[src/rtl/fp16_mul_result_buffer.sv]
// Result FIFO behind the FP16 Vedic multiplier. It buffers each product with its
// exception/overflow/underflow flags and keeps sticky flags plus saturating event counters.
module fp16_mul_result_buffer #(
    parameter int DEPTH = 4,
    parameter int CNT_W = 16
) (
    input  logic                       clk,
    input  logic                       rst,
    input  logic                       in_valid,
    output logic                       in_ready,
    input  logic [15:0]                in_result,
    input  logic                       in_exception,
    input  logic                       in_overflow,
    input  logic                       in_underflow,
    output logic                       out_valid,
    input  logic                       out_ready,
    output logic [15:0]                out_result,
    output logic [2:0]                 out_flags,
    output logic [2:0]                 sticky_flags,
    input  logic                       clr_sticky,
    output logic [CNT_W-1:0]           cnt_total,
    output logic [CNT_W-1:0]           cnt_exception,
    output logic [CNT_W-1:0]           cnt_overflow,
    output logic [CNT_W-1:0]           cnt_underflow,
    output logic [$clog2(DEPTH):0]     level
);

    localparam int PTR_W = $clog2(DEPTH);
    localparam int LVL_W = PTR_W + 1;
    localparam logic [LVL_W-1:0] FULL_LVL = LVL_W'(DEPTH);

    logic [18:0]      mem [DEPTH];
    logic [PTR_W-1:0] wr_ptr;
    logic [PTR_W-1:0] rd_ptr;
    logic [18:0]      head;
    logic [2:0]       in_flags;
    logic             push;
    logic             pop;

    assign in_ready  = (level != FULL_LVL);
    assign out_valid = (level != '0);
    assign push      = in_valid && in_ready;
    assign pop       = out_valid && out_ready;
    assign in_flags  = {in_exception, in_overflow, in_underflow};
    assign head      = mem[rd_ptr];

    // Empty reads as zero so stale storage never leaks onto the output.
    assign out_result = out_valid ? head[18:3] : 16'h0000;
    assign out_flags  = out_valid ? head[2:0]  : 3'b000;

    function automatic logic [CNT_W-1:0] sat_inc(input logic [CNT_W-1:0] c, input logic en);
        return (en && (c != '1)) ? c + CNT_W'(1) : c;
    endfunction

    always_ff @(posedge clk or posedge rst) begin
        if (rst) begin
            wr_ptr <= '0;
            rd_ptr <= '0;
            level  <= '0;
        end else begin
            if (push) wr_ptr <= wr_ptr + PTR_W'(1);
            if (pop)  rd_ptr <= rd_ptr + PTR_W'(1);
            case ({push, pop})
                2'b10:   level <= level + LVL_W'(1);
                2'b01:   level <= level - LVL_W'(1);
                default: level <= level;
            endcase
        end
    end

    always_ff @(posedge clk) begin
        if (push) mem[wr_ptr] <= {in_result, in_flags};
    end

    // A clear on the same edge as a push wins; the pushed entry still goes into the FIFO.
    always_ff @(posedge clk or posedge rst) begin
        if (rst) begin
            sticky_flags  <= '0;
            cnt_total     <= '0;
            cnt_exception <= '0;
            cnt_overflow  <= '0;
            cnt_underflow <= '0;
        end else if (clr_sticky) begin
            sticky_flags  <= '0;
            cnt_total     <= '0;
            cnt_exception <= '0;
            cnt_overflow  <= '0;
            cnt_underflow <= '0;
        end else if (push) begin
            sticky_flags  <= sticky_flags | in_flags;
            cnt_total     <= sat_inc(cnt_total, 1'b1);
            cnt_exception <= sat_inc(cnt_exception, in_exception);
            cnt_overflow  <= sat_inc(cnt_overflow, in_overflow);
            cnt_underflow <= sat_inc(cnt_underflow, in_underflow);
        end
    end

endmodule

[config.mk]
export PLATFORM = sky130hd
export DESIGN_NAME = fp16_mul_result_buffer
export DESIGN_NICKNAME = d
export VERILOG_FILES = /design/src/rtl/fp16_mul_result_buffer.sv
export SDC_FILE = /design/constraint.sdc
export NUM_CORES = 1
export LEC_CHECK = 0
export ABC_CLOCK_PERIOD_IN_PS = 7300
export CAP_MARGIN = 20
export CORE_MARGIN = 8
export CORE_UTILIZATION = 45
export DETAILED_ROUTE_END_ITERATION = 8
export PLACE_DENSITY = 0.69
export SLEW_MARGIN = 10
export SYNTH_ARGS = -nofsm -noshare
export SYNTH_HDL_FRONTEND = slang
export SYNTH_SLANG_ARGS = --single-unit
[constraint.sdc]
create_clock -name clk -period 7.3 [get_ports clk]
set_clock_uncertainty 0.1 [all_clocks]
set_input_delay 2.19 -clock clk [delete_from_list [all_inputs] [get_ports clk]]
set_output_delay 2.19 -clock clk [all_outputs]
set_load 0.05 [all_outputs]
# Word-level counts from Yosys, hierarchy flattened

Memory sizes are Yosys's and may differ from the RTL's.
Cells that the tools add are included.

Add/sub/neg operators: 8
Equal/unequal tests: 7
Muxes and demuxes: 19
Bitwise operators: 1
Reduce and logical (&&, ||, !) cells: 16

Operators with widths:

| kind                                             | count |
|---|---|
| 2-to-1 mux 16 bit                                | 13 |
| adder 16 x 1 -> 16 bit, second input constant    | 4 |
| != test 16 bit, second input constant            | 4 |
| nonzero test 2 bit                               | 6 |
| 2-to-1 mux 3 bit                                 | 3 |
| AND reduction 2 bit                              | 4 |
| one-hot mux 3 bit (2 select lines)               | 1 |
| logical AND 1 bit                                | 5 |
| adder 2 x 1 -> 2 bit, second input constant      | 2 |
| adder 3 x 1 -> 3 bit, second input constant      | 1 |
| != test 3 bit, second input constant             | 1 |
| OR 3 bit                                         | 1 |
| nonzero test 3 bit                               | 1 |
| subtractor 3 x 1 -> 3 bit, second input constant | 1 |
| == test 2 x 1 -> 1 bit, second input constant    | 1 |
| == test 2 bit, second input constant             | 1 |
| 2-to-1 mux 1 bit                                 | 2 |

Bits in registers: 74
Bits in writable memories: 76
Input bits: 24
Memories: 1

Memories:

| name | words | width | rd ports | clocked after memory_dff | wr ports | line | RTL |
|---|---|---|---|---|---|---|---|
| mem  | 4     | 19    | 1        | 0                        | 1        | 32   | `logic [18:0] mem [DEPTH];` |

# Depth between registers and ports, before layout

Depth after elaboration: 5
Depth in mapped cells: 11
Gate-level depth less buffers: 9

# Least setup slack after synthesis

No wires, ideal clock.

Kind: flip-flop to output port
Start: reg level[0]
End: out out_flags[0]
Arrival time: 1,995 ps
Path slack: 3,015 ps
Cell stages (with the launch flop): 4
Path buffers: 1
Path through: dfrtp_1 -> or3_2 -> clkbuf_1 -> and2_1

Cells in the longest elaborated chain, start to end: 2

Ends and longest elaborated chain:

| element                | line | RTL |
|---|---|---|
| from (decl)            | 25   | `output logic [$clog2(DEPTH):0] level` |
| from (signal assigned) | 64   | `2'b10: level <= level + LVL_W'(1);` |
| from (signal assigned) | 65   | `2'b01: level <= level - LVL_W'(1);` |
| from (signal assigned) | 66   | `default: level <= level;` |
| nonzero test 3 bit     | 41   | `assign out_valid = (level != '0);` |
| via out_valid          | 15   | `output logic out_valid,` |
| 2-to-1 mux 3 bit       | 49   | `assign out_flags = out_valid ? head[2:0] : 3'b000;` |
| to (decl)              | 18   | `output logic [2:0] out_flags,` |

The timed path passes the listed nets, and every way through them passes these cells.

# Worst setup path after layout

Start: reg level[1]
End: out in_ready

Cells in the longest elaborated chain, start to end: 1

Ends and longest elaborated chain:

| element       | line | RTL |
|---|---|---|
| != test 3 bit | 40   | `assign in_ready = (level != FULL_LVL);` |
| to (decl)     | 10   | `output logic in_ready,` |

No other way between the ends.

==> results.md <==
* Hold Path End: level[2]
* CTS tree: yes
* Register area share after synthesis at around 60%
* CTS sink cnt at 150
* Period utilization at around 73%
* Detailed-route via count at 5303
* DIE HEIGHT at ~140 um
* Hold buffer count at CTS at 0
* R2R cell count at 9
* Final Max Slew Viols at 0
* Worst VDD drop at between 0.2 and 0.25 mV
* Initial antenna violation count at 0
* Layout cells sized above 1 at 11.7%
* Synth cell types at 47
* Reg clk slew, reported paths at about 0.060 ns
* Final WL at 17200 um
* Syn Inst Count at 573
* Crit Path Class: flip-flop to primary output
* Largest family of logic cells by synthesized area: simple AND/OR/NAND/NOR gates
* GPL Wtd Cong at between 0.8 and 0.9
* # IOs at about 120
* Slew margin rel. at about a quarter
* Asr flop ratio synth at between 40% and 50%
* Post-Synth Simple-Gate Area at 18.4%
* MaxCap Viol Count at 0
* Worst Path Max Fanout at 17
* Hold Crit Class: flip-flop to flip-flop
* Crit path DAT at ~3 ns
* Pleak at between 3 and 4 nW
* Pwr Density at between 300 and 400 nW/um^2
* Largest net degree at the start of global routing at between 70 and 80
* Die Span X at ~140 um
* Drt pass-1 iters at 4
* DIE AREA at approximately 20000 um^2
* Initial Utilization at between 40% and 50%
* Number of enable flip-flop cells after synthesis at 76
* DR vias/cell at 5.80
* Critical Path Start Type: flip-flop
* Post-synthesis xor/xnor area fraction at 0.743%
* Grt ovf at 0
* Hold depth at 1
* Layout Nets at 719
* Post-detail-place hpwl at roughly 11000 um
* Post-synthesis compound-gate area fraction at 8.70%
* Syn Std Cell Area at between 7000 and 8000 um^2
* Measured slew at the worst slew-check pin at approximately 1.1 ns
* Most common cell after layout, fill and taps aside: clkdlybuf4s50_1
* Power Total at 3.01 mW
* Number of buffers created by CTS at 17
* Commonest non-fill, non-tap cells in the layout: clkdlybuf4s50_1 (113), edfxtp_1 (76), dfrtp_1 (74), a21oi_1 (35), nand2_1 (34)
* DRT iter0 DRCs at 324
* Clk buf depth at 2
* Fmax at 188 MHz
* Critical Path End Type: primary output
* Deepest level of the CTS H-tree at 4
* Reg-to-Reg Start: level[1]
* Post-synthesis mux area share at under 10%
* Port Buffers at approximately 110
* Synth Register Bits at 150
* Status: completed
* RSZ-0062 raised after global routing: no
* Num rows at 46
* Syn_nets at ~610
* First-pass GRT wire length at about 27000 um
* Hold wc startpoint: level[2]
* Root Driver: clkbuf_16
* Syn avg cell area at between 10 and 15 um^2
* Inserted Diodes at 0
* Reg2reg end: level[2]
* Area grow syn2layout at 27.3%
* Setup_tns at 0 ns
* Clock latency on the worst-skew pair at between 0.4 and 0.5 ns
* Minimum clock period at about 5.3 ns
* Post-CTS Resized at 0
* Worst hold margin at approximately 0.41 ns
* Setup Viol. Count Final at 0
* Core area at 15600 um^2
* Routed wire per std cell at ~19 um
* Yosys warns at 0
* Post-Synth Adder-Cell Area at 1.88%
* Routed Antenna Nets at 0
* Ys flop type: edfxtp_1
* Required @ worst endpoint at approximately 5.0 ns
* Drt drc at 0
* R2r setup slk at 3.89 ns
* Setup Buffers After CTS at 0
* Tot GR Track Use at between 15 and 20%
* Final hold viol count at 0
* Vias in the first global route at around 5300
[power by group]
part / leakage, nW / total (mW) / switching [mW] / internal (mW)
clock: 0.278 / 0.875 / 0.365 / 0.510
sequential: 1.71 / 1.09 / 0.0789 / 1.01
combinational: 1.21 / 1.04 / 0.647 / 0.391
[through the flow]
stage	worst slack [ns]	area, um^2	utilization [%]	cells
2_1_floorplan	3.01	7070	-	573
3_3_place_gp	2.57	8390	53.8	879
3_5_place_dp	2.47	8390	53.8	879
4_1_cts	2.01	8980	57.6	911
5_1_grt	1.86	9000	57.7	914
6_report	1.99	9000	57.7	914
[worst max path at each step]
stage	from	end	slack (ns)	cells past startpoint
6_report	level[1]	in_ready	1.99	3
3_3_place_gp	level[1]	in_ready	2.57	3
3_5_place_dp	level[1]	in_ready	2.47	3
2_1_floorplan	level[0]	out_flags[0]	3.01	3
5_1_grt	level[1]	in_ready	1.86	3
4_1_cts	level[1]	in_ready	2.01	3
[flip-flops by register name (all words and copies together) (netlist names)]
name / flops
level: 3
cnt_total: 16
cnt_exception: 16
rd_ptr: 2
cnt_overflow: 16
sticky_flags: 3
mem: 76
cnt_underflow: 16
wr_ptr: 2
[cell usage after synthesis, drive strengths merged (4+ instances only)]
| cell type | count | area [um^2] |
|---|---|---|
| dfrtp | 74 | 1850 |
| nand4 | 18 | 113 |
| o31ai | 23 | 173 |
| or4 | 29 | 218 |
| nand3 | 26 | 130 |
| clkbuf | 23 | 86.3 |
| inv | 16 | 60.1 |
| mux4 | 19 | 428 |
| or3 | 8 | 51.3 |
| nand2 | 34 | 128 |
| and2 | 22 | 138 |
| and4 | 5 | 43.8 |
| mux2 | 17 | 191 |
| and3 | 10 | 62.6 |
| nor3 | 13 | 65.1 |
| o41ai | 4 | 35.0 |
| mux2i | 4 | 40.0 |
| o21ai | 13 | 65.1 |
| nor2b | 14 | 87.6 |
| buf | 4 | 25.0 |
| edfxtp | 76 | 2280 |
| ha | 9 | 113 |
| a211oi | 4 | 30.0 |
| nor2 | 25 | 93.8 |
| a21oi | 35 | 175 |
| nor4 | 15 | 100 |
[worst max-delay path, cell delays in order (launching register included)]
cell             delay, ns
dfrtp_1               0.44
nor3b_2               0.64
clkinv_1              0.63
clkdlybuf4s50_1       0.88
[logic make-up after synthesis]
family                     after synthesis
and+or+nand+nor                        228
muxes                                   40
buffers and inverters                   44
DFF                                    150
xor gates and xnor gates                 6
adders and majority gates               10
AOI/OAI and AO/OA                       95
[layer usage]
layer / global-route usage [%] / vias to the layer above / wire, um
li1: - / 2462 / -
met1: 22.0 / 2656 / 7650
met2: 27.6 / 172 / 8100
met3: 5.48 / 13 / 1190
met4: 6.28 / 0 / 215
met5: 0 / - / 0
[final cells by class]
type	instances	area, um^2
Inverter	17	63.8
Clock buffer	17	425
Sequential cell	150	4130
Multi-Input combinational cell	379	2760
Timing Repair Buffer	120	1180
Tap cell	216	270
Fill cell	1260	6590
Clock inverter	15	165
(Power assumes the default switching activity.)
